## config.mk

```make
export PLATFORM = sky130hd
export DESIGN_NAME = qbert_hop_ctrl
export DESIGN_NICKNAME = d
export VERILOG_FILES = /design/src/rtl/qbert_pkg.sv /design/src/rtl/cube_coord.sv /design/src/rtl/qbert_hop_ctrl.sv
export SDC_FILE = /design/constraint.sdc
export NUM_CORES = 1
export LEC_CHECK = 0
export CORE_UTILIZATION = 35
export CTS_BUF_LIST = sky130_fd_sc_hd__clkbuf_2 sky130_fd_sc_hd__clkbuf_4 sky130_fd_sc_hd__clkbuf_8
export CTS_CLUSTER_DIAMETER = 120
export DETAILED_ROUTE_END_ITERATION = 12
export PLACE_DENSITY_LB_ADDON = 0.05
export SLEW_MARGIN = 30
export SYNTH_ARGS = -nofsm -noshare
export SYNTH_HDL_FRONTEND = slang
export SYNTH_SLANG_ARGS = --single-unit
export TNS_END_PERCENT = 50
```

## constraint.sdc

```tcl
create_clock -name clk -period 9.75 [get_ports clk]
set_input_delay 1.95 -clock clk [delete_from_list [all_inputs] [get_ports clk]]
set_output_delay 1.95 -clock clk [all_outputs]
set_load 0.02 [all_outputs]
```

## src/rtl/qbert_pkg.sv

```systemverilog
// qbert_pkg: shared types, geometry defaults and helpers for the Q*bert hop
// controller and the pyramid renderer.
//   dir_t        move direction encoding (UL, UR, DL, DR)
//   hop_state_t  hop sequencer states (IDLE, HOP, LAND, FALL)
//   cube_idx()   flat index of cube (row,col) in the visited mask
package qbert_pkg;

  typedef enum logic [1:0] {
    UL = 2'd0,
    UR = 2'd1,
    DL = 2'd2,
    DR = 2'd3
  } dir_t;

  typedef enum logic [1:0] {
    IDLE = 2'd0,
    HOP  = 2'd1,
    LAND = 2'd2,
    FALL = 2'd3
  } hop_state_t;

  // Geometry defaults shared by the controller and the renderers.
  localparam int X_ORIGIN_DEF = 400;
  localparam int Y_ORIGIN_DEF = 200;
  localparam int X_HALF_DEF   = 85;
  localparam int X_STEP_DEF   = 170;
  localparam int Y_STEP_DEF   = 180;

  // Cubes are numbered row by row from the apex: row r starts at r*(r+1)/2.
  function automatic int cube_idx(input logic [2:0] row, input logic [2:0] col);
    return (int'(row) * (int'(row) + 1)) / 2 + int'(col);
  endfunction

endpackage

```

## src/rtl/cube_coord.sv

```systemverilog
// cube_coord: combinational map from pyramid cell (row,col) to the screen
// offset of that cube, as a 12-bit signed value.
//   row, col  in   cube cell (col <= row)
//   x, y      out  screen offset: x = X_ORIGIN + col*X_STEP - row*X_HALF,
//                                 y = Y_ORIGIN + row*Y_STEP
module cube_coord
  import qbert_pkg::*;
#(
  parameter int X_ORIGIN = X_ORIGIN_DEF,
  parameter int Y_ORIGIN = Y_ORIGIN_DEF,
  parameter int X_HALF   = X_HALF_DEF,
  parameter int X_STEP   = X_STEP_DEF,
  parameter int Y_STEP   = Y_STEP_DEF
) (
  input  logic [2:0]        row,
  input  logic [2:0]        col,
  output logic signed [11:0] x,
  output logic signed [11:0] y
);

  assign x = 12'(X_ORIGIN + int'(col) * X_STEP - int'(row) * X_HALF);
  assign y = 12'(Y_ORIGIN + int'(row) * Y_STEP);

endmodule

```

## src/rtl/qbert_hop_ctrl.sv

```systemverilog
// qbert_hop_ctrl: sequences the Q*bert sprite across a triangular pyramid.
// Accepts one-hop moves over valid/ready, bounds-checks the target, animates
// the hop over 2**LOG2_HOP frames, tracks visited cubes and runs a
// fall-and-respawn sequence for moves off the pyramid.
//   clk, reset        clock, synchronous active-high reset
//   frame_tick        one-cycle pulse per video frame
//   move_valid/ready  move handshake (ready only in IDLE)
//   move_dir          0=UL 1=UR 2=DL 3=DR
//   qbert_x/y         sprite screen offset
//   qbert_row/col     current cell
//   visited           per-cube landed mask, all_visited = &visited
//   done              one-cycle pulse on landing
//   fell              one-cycle pulse on respawn after a fall
// Optional feature: define QBERT_HOP_ARC_EN to lift the sprite by ARC_H over
// the middle half of each hop.
module qbert_hop_ctrl
  import qbert_pkg::*;
#(
  parameter int ROWS      = 2,
  parameter int X_ORIGIN  = X_ORIGIN_DEF,
  parameter int Y_ORIGIN  = Y_ORIGIN_DEF,
  parameter int X_HALF    = X_HALF_DEF,
  parameter int X_STEP    = X_STEP_DEF,
  parameter int Y_STEP    = Y_STEP_DEF,
  parameter int LOG2_HOP  = 3,
  parameter int FALL_STEP = 16,
  parameter int SCREEN_H  = 480,
`ifdef QBERT_HOP_ARC_EN
  parameter int ARC_H     = 40,
`endif
  localparam int NCUBES   = ROWS * (ROWS + 1) / 2
) (
  input  logic              clk,
  input  logic              reset,
  input  logic              frame_tick,
  input  logic              move_valid,
  input  logic [1:0]        move_dir,
  output logic              move_ready,
  output logic [10:0]       qbert_x,
  output logic [9:0]        qbert_y,
  output logic [2:0]        qbert_row,
  output logic [2:0]        qbert_col,
  output logic [NCUBES-1:0] visited,
  output logic              all_visited,
  output logic              done,
  output logic              fell
);

  localparam int HOP_FRAMES = 2 ** LOG2_HOP;

  hop_state_t          state, state_next;
  logic [LOG2_HOP-1:0] k, k_next;
  logic [2:0]          row_next, col_next;
  logic [2:0]          src_row, src_col, dst_row, dst_col;
  logic [2:0]          src_row_next, src_col_next, dst_row_next, dst_col_next;
  logic [10:0]         x_next;
  logic [9:0]          y_next;
  logic [NCUBES-1:0]   visited_next;
  logic                fell_next;

  logic signed [11:0]  src_x, src_y, dst_x, dst_y;
  logic [2:0]          tgt_row, tgt_col;
  logic                tgt_ok;
  logic [10:0]         fall_sum;
  int                  x_lin, y_lin;

  cube_coord #(
    .X_ORIGIN(X_ORIGIN), .Y_ORIGIN(Y_ORIGIN), .X_HALF(X_HALF),
    .X_STEP(X_STEP), .Y_STEP(Y_STEP)
  ) u_src_coord (
    .row(src_row), .col(src_col), .x(src_x), .y(src_y)
  );

  cube_coord #(
    .X_ORIGIN(X_ORIGIN), .Y_ORIGIN(Y_ORIGIN), .X_HALF(X_HALF),
    .X_STEP(X_STEP), .Y_STEP(Y_STEP)
  ) u_dst_coord (
    .row(dst_row), .col(dst_col), .x(dst_x), .y(dst_y)
  );

  assign move_ready  = (state == IDLE);
  assign done        = (state == LAND);
  assign all_visited = &visited;
  // Widened so a fall near the bottom cannot wrap back onto the screen.
  assign fall_sum    = {1'b0, qbert_y} + 11'(FALL_STEP);

  // Target cell and legality for the requested direction.
  always_comb begin
    // NOTE: every combinational output gets a default first so no path leaves
    // it unassigned, which would otherwise infer a latch.
    tgt_row = qbert_row;
    tgt_col = qbert_col;
    tgt_ok  = 1'b0;
    case (dir_t'(move_dir))
      UL: begin
        tgt_row = qbert_row - 3'd1;
        tgt_col = qbert_col - 3'd1;
        tgt_ok  = (qbert_row != 3'd0) && (qbert_col != 3'd0);
      end
      UR: begin
        tgt_row = qbert_row - 3'd1;
        tgt_ok  = (qbert_row != 3'd0) && (qbert_col < qbert_row);
      end
      DL: begin
        tgt_row = qbert_row + 3'd1;
        tgt_ok  = (int'(qbert_row) + 1 < ROWS);
      end
      DR: begin
        tgt_row = qbert_row + 3'd1;
        tgt_col = qbert_col + 3'd1;
        tgt_ok  = (int'(qbert_row) + 1 < ROWS);
      end
      default: ;
    endcase
  end

  // Interpolated position for the frame after the next tick (k+1).
  always_comb begin
    int k_inc;
    k_inc = int'(k) + 1;
    // NOTE: blocking assignments here build a chain of combinational
    // intermediates; registered state only ever uses <= in always_ff.
    x_lin = int'(src_x) + (((int'(dst_x) - int'(src_x)) * k_inc) >>> LOG2_HOP);
    y_lin = int'(src_y) + (((int'(dst_y) - int'(src_y)) * k_inc) >>> LOG2_HOP);
`ifdef QBERT_HOP_ARC_EN
    if (k_inc >= HOP_FRAMES / 4 && k_inc < 3 * HOP_FRAMES / 4) begin
      y_lin = y_lin - ARC_H;
      if (y_lin < 0) y_lin = 0;
    end
`endif
  end

  always_comb begin
    state_next   = state;
    k_next       = k;
    row_next     = qbert_row;
    col_next     = qbert_col;
    src_row_next = src_row;
    src_col_next = src_col;
    dst_row_next = dst_row;
    dst_col_next = dst_col;
    x_next       = qbert_x;
    y_next       = qbert_y;
    visited_next = visited;
    fell_next    = 1'b0;
    case (state)
      IDLE: begin
        if (move_valid) begin
          if (tgt_ok) begin
            state_next   = HOP;
            k_next       = '0;
            src_row_next = qbert_row;
            src_col_next = qbert_col;
            dst_row_next = tgt_row;
            dst_col_next = tgt_col;
          end else begin
            state_next = FALL;
          end
        end
      end
      HOP: begin
        if (frame_tick) begin
          if (int'(k) == HOP_FRAMES - 1) begin
            // Final frame snaps exactly onto the target cube.
            state_next   = LAND;
            x_next       = 11'(dst_x);
            y_next       = 10'(dst_y);
            row_next     = dst_row;
            col_next     = dst_col;
            visited_next = visited | (NCUBES'(1) << cube_idx(dst_row, dst_col));
          end else begin
            k_next = k + 1'b1;
            x_next = 11'(x_lin);
            y_next = 10'(y_lin);
          end
        end
      end
      LAND: state_next = IDLE;
      FALL: begin
        if (frame_tick) begin
          if (int'(fall_sum) >= SCREEN_H) begin
            state_next = IDLE;
            row_next   = 3'd0;
            col_next   = 3'd0;
            x_next     = 11'(X_ORIGIN);
            y_next     = 10'(Y_ORIGIN);
            fell_next  = 1'b1;
          end else begin
            y_next = fall_sum[9:0];
          end
        end
      end
      default: state_next = IDLE;
    endcase
  end

  always_ff @(posedge clk) begin
    if (reset) begin
      state     <= IDLE;
      k         <= '0;
      qbert_row <= 3'd0;
      qbert_col <= 3'd0;
      src_row   <= 3'd0;
      src_col   <= 3'd0;
      dst_row   <= 3'd0;
      dst_col   <= 3'd0;
      qbert_x   <= 11'(X_ORIGIN);
      qbert_y   <= 10'(Y_ORIGIN);
      // The visited mask is a small flag register, not a memory: resetting it
      // restarts the level with only the apex coloured.
      visited   <= NCUBES'(1);
      fell      <= 1'b0;
    end else begin
      state     <= state_next;
      k         <= k_next;
      qbert_row <= row_next;
      qbert_col <= col_next;
      src_row   <= src_row_next;
      src_col   <= src_col_next;
      dst_row   <= dst_row_next;
      dst_col   <= dst_col_next;
      qbert_x   <= x_next;
      qbert_y   <= y_next;
      visited   <= visited_next;
      fell      <= fell_next;
    end
  end

endmodule

```

==> metrics.yaml, run 1 <==
outcome:
  outcome: "finished clean"
placed_design:
  final_weighted_congestion_in_routability_driven_placement: 0.792
  numPortBuffers: 39
  hpwlAfterDp_um: 21400
  place_ws_ns: 0.939
timing:
  fin_ws_ns: 0.873
  setup_repair_after_global_routing_missed_its_margin: "no"
  drv_slew: 0
  report.final.setup_viol: 0
  relSlewSlack: 0.364
  skew_ns: 0.0105
  timing.final.crit_share: 0.910
  finalCriticalPeriod_ns: 8.88
  setup_total_negative_slack_ns: 0
  tightest_slew_ns: 0.954
  clock.fmax_mhz: 113
  final_hold_viol_count: 0
logic_synthesis:
  yosys.area.top_type_share: 0.227
  synth-compound-area-share: 0.171
  synth_top_family_by_area: "adder cells"
  synth.largest_area_cell: "ha_1"
  synthesis.instances: 1174
  syn_area_per_cell_um2: 7.85
  ys_warn_count: 0
  postSynthNetCount: 1403
  synth_enable_flop_cells: 0
  synth-simple-area-share: 0.174
  netlist-cell-type-count: 69
  syn_area_um2: 9220
  netlist_top_cells_area: "ha_1 (23%), fa_1 (12%), dfxtp_1 (10%), inv_1 (7.5%), xnor2_1 (5.5%)"
  yosysMostFrequentCell: "inv_1"
  synth.area.mux_share: 0.0258
  synth-seq-area-share: 0.104
  ys_ff_latch: 48
  synthAdderAreaFrac: 0.351
  proportion_of_register_bits_with_asynchronous_set_or_reset_after_synthesis: 0
  synth_xor_xnor_area_share: 0.0876
  synth_flop_cell: "dfxtp_1"
  netlist_top_cells_count: "inv_1 (184), ha_1 (167), nor2_1 (111)"
detailed_routing:
  ant_nets: 0
  firstDrtPassIters: 5
  top_layer_reached_by_signal_wires: "met4"
  routedWlPerCell_um: 16.8
  drc: 0
  detail_route.wirelength.met1_um: 13000
  routed_vias_inst: 5.04
  route.final.wire_length_um: 25800
  met2_wirelength_um: 12000
  drt_iter0_markers: 353
  met3_routed_length_um: 479
  num_vias: 7738
finish:
  final.fill_count: 2756
  layout.area.seq_um2: 961
  final_core_util: 0.389
  area_occupied_by_multi_input_gates_um2: 7460
  finalNetCount: 1431
  antenna-diode-count: 0
  drive_gt1_frac: 0.0300
  area.growth.synth_to_final_pct: 9.37
power_and_ir_drop:
  power.share.clock: 0.080
  power_per_cell_area_nw_per_um2: 194
  total_net_switching_power_w: 0.00101
  share_seq_of_total_power: 0.124
  intPower_w: 0.000947
  combinationalPowerShare: 0.796
  switching_share: 0.515
  ir_drop_mv: 0.142
  cellLeakagePower_nw: 4.80
worst_setup_path:
  worst_path_largest_cell_delay_ns: 0.64
  critical_path_required_ns: 10.02
  endpoint_kind: "register"
  regToRegSetupSlack_ns: 0.87
  timing.critical_path.buf_inv: 4
  nature_of_the_critical_path_startpoint: "register"
  timing_startpoint_of_the_critical_path: "src_row[2]"
  cpLargestDelayFamily: "adder cells"
  critical-path-top-cell-by-count: "ha_1"
  critical_path.max_fanout: 11
  critPathKind: "reg2reg"
  crit-reg2reg-launch: "src_row[2]"
  arrival_time_worst_endpoint_ns: 9.15
  cp_slowest_cell: "dfxtp_1"
clock_tree:
  clock-root-buffer: "clkbuf_8"
  clock_path_buffers: 2
  post-cts-setup-buffer-count: 0
  tritoncts_clock_tree: "done"
  cts_num_sinks: 48
  insertion_delay_ns: 0.33
  clk_pin_slew_worst_paths_ns: 0.11
  post_cts_resize_count: 0
  cts-buffers-inserted: 5
  cts_hold_repair.buffers: 0
  cts_htree_levels: 2
global_route:
  grt.total_usage: 0.202
  wire_length_of_the_first_global_routing_pass_um: 41700
  grt_pass1_vias: 7659
  overflow_after_grt: 0
  maximum_number_of_pins_on_one_net_before_global_route_repair: 41
  grt_antenna_before_repair: 0
die:
  std_cell_rows: 59
  die_x_um: 164
  initial_core_util: 0.356
  design.core.area_um2: 25900
  design.portCount: 40
  floorplan.die_area_um2: 27000
  die_height_um: 164
flow_run:
  cap_viol_max_count: 0
hold_path:
  worst_hold_path_startpoint: "visited[0]"
  hold_path_class: "reg2reg"
path summary, 6_finish.rpt:
| check | cells past startpoint | endpoint |
|---|---|---|
| worst max-delay path | 37 | qbert_x[10] |
| worst min-delay path | 1 | visited[0] |
| worst max register to register | 37 | qbert_x[10] |
| worst min register to register | 1 | visited[0] |
cells by family (layout without fill, tap and decap cells):
family / count (synthesis) / after routing
buffers and inverters: 212 / 239
xor gates and xnor gates: 89 / 89
adders and majority gates: 225 / 225
muxes: 23 / 23
DFF: 48 / 48
AOI/OAI and AO/OA: 247 / 247
and+or+nand+nor: 330 / 330
flip-flops by register name, indices dropped and copies added, names as in the netlist:
signal,flops
qbert_y,10
k,3
qbert_col,3
qbert_row,3
dst_col,3
visited,3
qbert_x,11
src_col,3
fell,1
dst_row,3
state,2
src_row,3
stage by stage:
step / instance area (µm²) / cells / hold WS (ns) / total power [W]
after global placement: 9980 / 1530 / 0.445 / 0.00183
after CTS: 10100 / 1536 / 0.475 / 0.00199
final: 10100 / 1536 / 0.469 / 0.00195
after global routing: 10100 / 1536 / 0.487 / 0.00216
after detailed placement: 9980 / 1530 / 0.450 / 0.00182
after floorplan: 9220 / 1174 / 0.494 / 0.00141
worst register-to-register path, delay by kind of cell, from the launching register on:
kind / cells / cell delay, ns
xor gates and xnor gates: 6 / 1.51
adders and majority gates: 8 / 2.93
DFF: 1 / 0.64
and+or+nand+nor: 5 / 0.55
buffers and inverters: 4 / 0.33
AOI/OAI and AO/OA: 13 / 2.50
muxes: 1 / 0.32
cells in the final DEF, fill, tap and decap left out, drive strengths merged, types with 22 or more instances in the layout:
cell type and instances:
xor2 29, nand3 22, nand2b 24, clkdlybuf4s50 38, ha 167, fa 56
nor3 22, dfxtp 48, inv 184, nor2 111, xnor2 58, and2 28
o21ai 46, a21oi 82, nand2 66
cell type report:
type / instances / area share
Clock inverter: 1 / 0.00298
Clock buffer: 5 / 0.00683
Inverter: 186 / 0.0693
Multi-Input combinational cell: 914 / 0.740
Sequential cell: 48 / 0.0953
Timing Repair Buffer: 47 / 0.0442
Tap cell: 335 / 0.0416
power by group through the flow:
stage          sequential, W  combinational, W  clock, W
2_1_floorplan       0.000262           0.00115         0
3_3_place_gp        0.000248           0.00158         0
3_5_place_dp        0.000247           0.00157         0
4_1_cts             0.000243           0.00158  0.000164
5_1_grt             0.000246           0.00175  0.000168
6_report            0.000242           0.00156  0.000156
routing by layer:
| metal | up-vias | global-route usage |
|---|---|---|
| met4 | 0 | 0.0354 |
| met2 | 73 | 0.353 |
| met1 | 3646 | 0.272 |
| met5 | - | 0 |
| li1 | 4002 | - |
| met3 | 17 | 0.0144 |
Power figures use the tool's default switching activity.
==> run 2, diff against run 1 <==
--- a/config.mk
+++ b/config.mk
@@ -11,4 +11,5 @@
 export DETAILED_ROUTE_END_ITERATION = 12
 export PLACE_DENSITY_LB_ADDON = 0.05
+export RECOVER_POWER = 25
 export SLEW_MARGIN = 30
 export SYNTH_ARGS = -nofsm -noshare
==> constraint.sdc (replaced) <==
create_clock -name clk -period 9.75 [get_ports clk]
set_input_delay 1.4625 -clock clk [delete_from_list [all_inputs] [get_ports clk]]
set_output_delay 1.4625 -clock clk [all_outputs]
set_load 0.02 [all_outputs]
==> run 2 against run 1 <==
Effect of this change:
- the flow now finishes with violations (capacitance limit, slew limit)
- fmax barely moved
- design area barely moved
- non-clock buffer count did not move
- clock skew down 0.0036 ns
- combinational power is essentially flat
- hold slack worse by 0.0089 ns
- register-to-register slack about the same
- critical path depth unchanged
- via count barely moved
- total power decreased by 0.21%
- die area did not move
- critical path type unchanged
- largest cell class unchanged
==> metrics.yaml, run 2 (same netlist as run 1, synthesis figures left out) <==
detailed_routing:
  firstDrtPassIters: 4  # -1
  routedWlPerCell_um: 16.8  # about the same
  route.final.wire_length_um: 25800  # about the same
  drt_iter0_markers: 376  # +6.5%
  routed_vias_inst: 5.04  # about the same
  drc: 0  # unchanged
  num_vias: 7742  # +0.052%
  ant_nets: 0  # unchanged
die:
  design.portCount: 40  # unchanged
  floorplan.die_area_um2: 27000  # unchanged
  die_x_um: 164  # unchanged
  std_cell_rows: 59  # unchanged
  design.core.area_um2: 25900  # unchanged
  initial_core_util: 0.356  # unchanged
  die_height_um: 164  # unchanged
outcome:
  outcome: "complete, but fails checks"
  violations_in_the_final_reports: "capacitance limit, slew limit"
global_route:
  maximum_number_of_pins_on_one_net_before_global_route_repair: 41  # unchanged
  grt_antenna_before_repair: 0  # unchanged
  grt.total_usage: 0.202  # unchanged
  grt_pass1_vias: 7659  # unchanged
  overflow_after_grt: 0  # unchanged
  wire_length_of_the_first_global_routing_pass_um: 41700  # unchanged
clock_tree:
  post-cts-setup-buffer-count: 0  # unchanged
  tritoncts_clock_tree: "done"
  clock-root-buffer: "clkbuf_8"
  cts_hold_repair.buffers: 0  # unchanged
  post_cts_resize_count: 0  # unchanged
  insertion_delay_ns: 0.33  # about the same
  cts_num_sinks: 48  # unchanged
  clk_pin_slew_worst_paths_ns: 0.10  # about the same
  cts-buffers-inserted: 5  # unchanged
  clock_path_buffers: 2  # unchanged
  cts_htree_levels: 2  # unchanged
timing:
  tightest_slew_ns: 2.09  # +1.14 ns
  report.final.setup_viol: 0  # unchanged
  timing.final.crit_share: 0.910  # about the same
  clock.fmax_mhz: 113  # about the same
  finalCriticalPeriod_ns: 8.87  # -0.00393 ns
  relSlewSlack: -0.396  # -0.760
  setup_total_negative_slack_ns: 0  # unchanged
  final_hold_viol_count: 0  # unchanged
  skew_ns: 0.00692  # -0.00360 ns
  drv_slew: 41  # +41
  setup_repair_after_global_routing_missed_its_margin: "no"
finish:
  finalNetCount: 1431  # unchanged
  antenna-diode-count: 0  # unchanged
  largest_reg_flops: 11  # unchanged
  drive_gt1_frac: 0.0291  # -0.000833
  area.growth.synth_to_final_pct: 9.35  # about the same
  largest_register: "qbert_x"
  layout.cells.most_common: "inv_1"
  largestRegisters: "qbert_x x11, qbert_y x10"
  final.fill_count: 2755  # -0.036%
  most-common-layout-cells: "inv_1 (184), ha_1 (167), nor2_1 (111)"
  final_core_util: 0.389  # about the same
worst_setup_path:
  critical_path_required_ns: 10.03  # about the same
  nature_of_the_critical_path_startpoint: "register"
  critPathKind: "reg2reg"
  critical_path.max_fanout: 11  # unchanged
  critical-path-top-cell-by-count: "ha_1"
  cp_slowest_cell: "dfxtp_1"
  worst_path_largest_cell_delay_ns: 0.65  # about the same
  regToRegSetupSlack_ns: 0.88  # about the same
  endpoint_kind: "register"
  arrival_time_worst_endpoint_ns: 9.15  # about the same
hold_path:
  hold_path_class: "reg2reg"
placed_design:
  numPortBuffers: 39  # unchanged
  hpwlAfterDp_um: 21400  # unchanged
  final_weighted_congestion_in_routability_driven_placement: 0.792  # unchanged
power_and_ir_drop:
  ir_drop_mv: 0.141  # -0.15%
  power_per_cell_area_nw_per_um2: 193  # -0.20%
  cellLeakagePower_nw: 4.83  # +0.63%
flow_run:
  cap_viol_max_count: 1  # +1
-- run 2: cell types whose count changed in the layout (fill, tap and decap cells not counted) --
cell and delta:
buf_2 -1, dlygate4sd3_1 +19, clkdlybuf4s50_1 -19, clkbuf_1 +1
-- run 2: path summary, 6_finish.rpt --
kind / cells after the start / from / end
max: 37 / src_row[2] / qbert_x[10]
min: 1 / visited[0] / visited[0]
max reg2reg: 37 / src_row[2] / qbert_x[10]
min reg2reg: 1 / visited[0] / visited[0]
-- run 2: cell type report --
cell class / instances / area [µm²] / area share
inverters: 186 / 698 / 0.0693
multi-input cells: 914 / 7460 / 0.740
well taps: 335 / 419 / 0.0416
repair buffers: 47 / 444 / 0.0441
flip-flops and latches: 48 / 961 / 0.0953
clock buffers: 5 / 68.8 / 0.00683
clock inverters: 1 / 30.0 / 0.00298
-- run 2: where the power goes --
| group | leakage (nW) | switching (W) | total, W | internal, W |
|---|---|---|---|---|
| sequential | 0.390 | 0.0000236 | 0.000241 | 0.000218 |
| combinational | 4.39 | 0.000900 | 0.00155 | 0.000650 |
| clock | 0.0501 | 0.0000825 | 0.000157 | 0.0000741 |
| total | 4.83 | 0.00101 | 0.00195 | 0.000942 |
-- run 2: per-stage QoR --
stage                     setup WS, ns  power [W]  hold slack [ns]  cells  instance area (µm²)
after global routing             0.218    0.00215            0.482   1536                10100
final                            0.877    0.00195            0.460   1536                10100
after floorplan                   1.70    0.00141            0.494   1174                 9220
after detailed placement         0.939    0.00182            0.450   1530                 9980
after CTS                        0.879    0.00199            0.475   1536                10100
after global placement            1.04    0.00183            0.445   1530                 9980
-- run 2: critical path: cells and delay by family (launching register included) --
family / cells / cell delay [ns]
adders and majority gates: 8 / 2.94
AOI/OAI and AO/OA: 13 / 2.50
xor gates and xnor gates: 6 / 1.51
DFF: 1 / 0.65
and+or+nand+nor: 5 / 0.54
buffers and inverters: 4 / 0.33
muxes: 1 / 0.32
-- run 2: layer usage --
metal | up-vias | track usage | wire length (µm)
met4 | 0 | 0.0354 | 311
li1 | 4005 | - | -
met3 | 16 | 0.0144 | 936
met1 | 3627 | 0.272 | 12500
met2 | 94 | 0.353 | 12100
met5 | - | 0 | 0
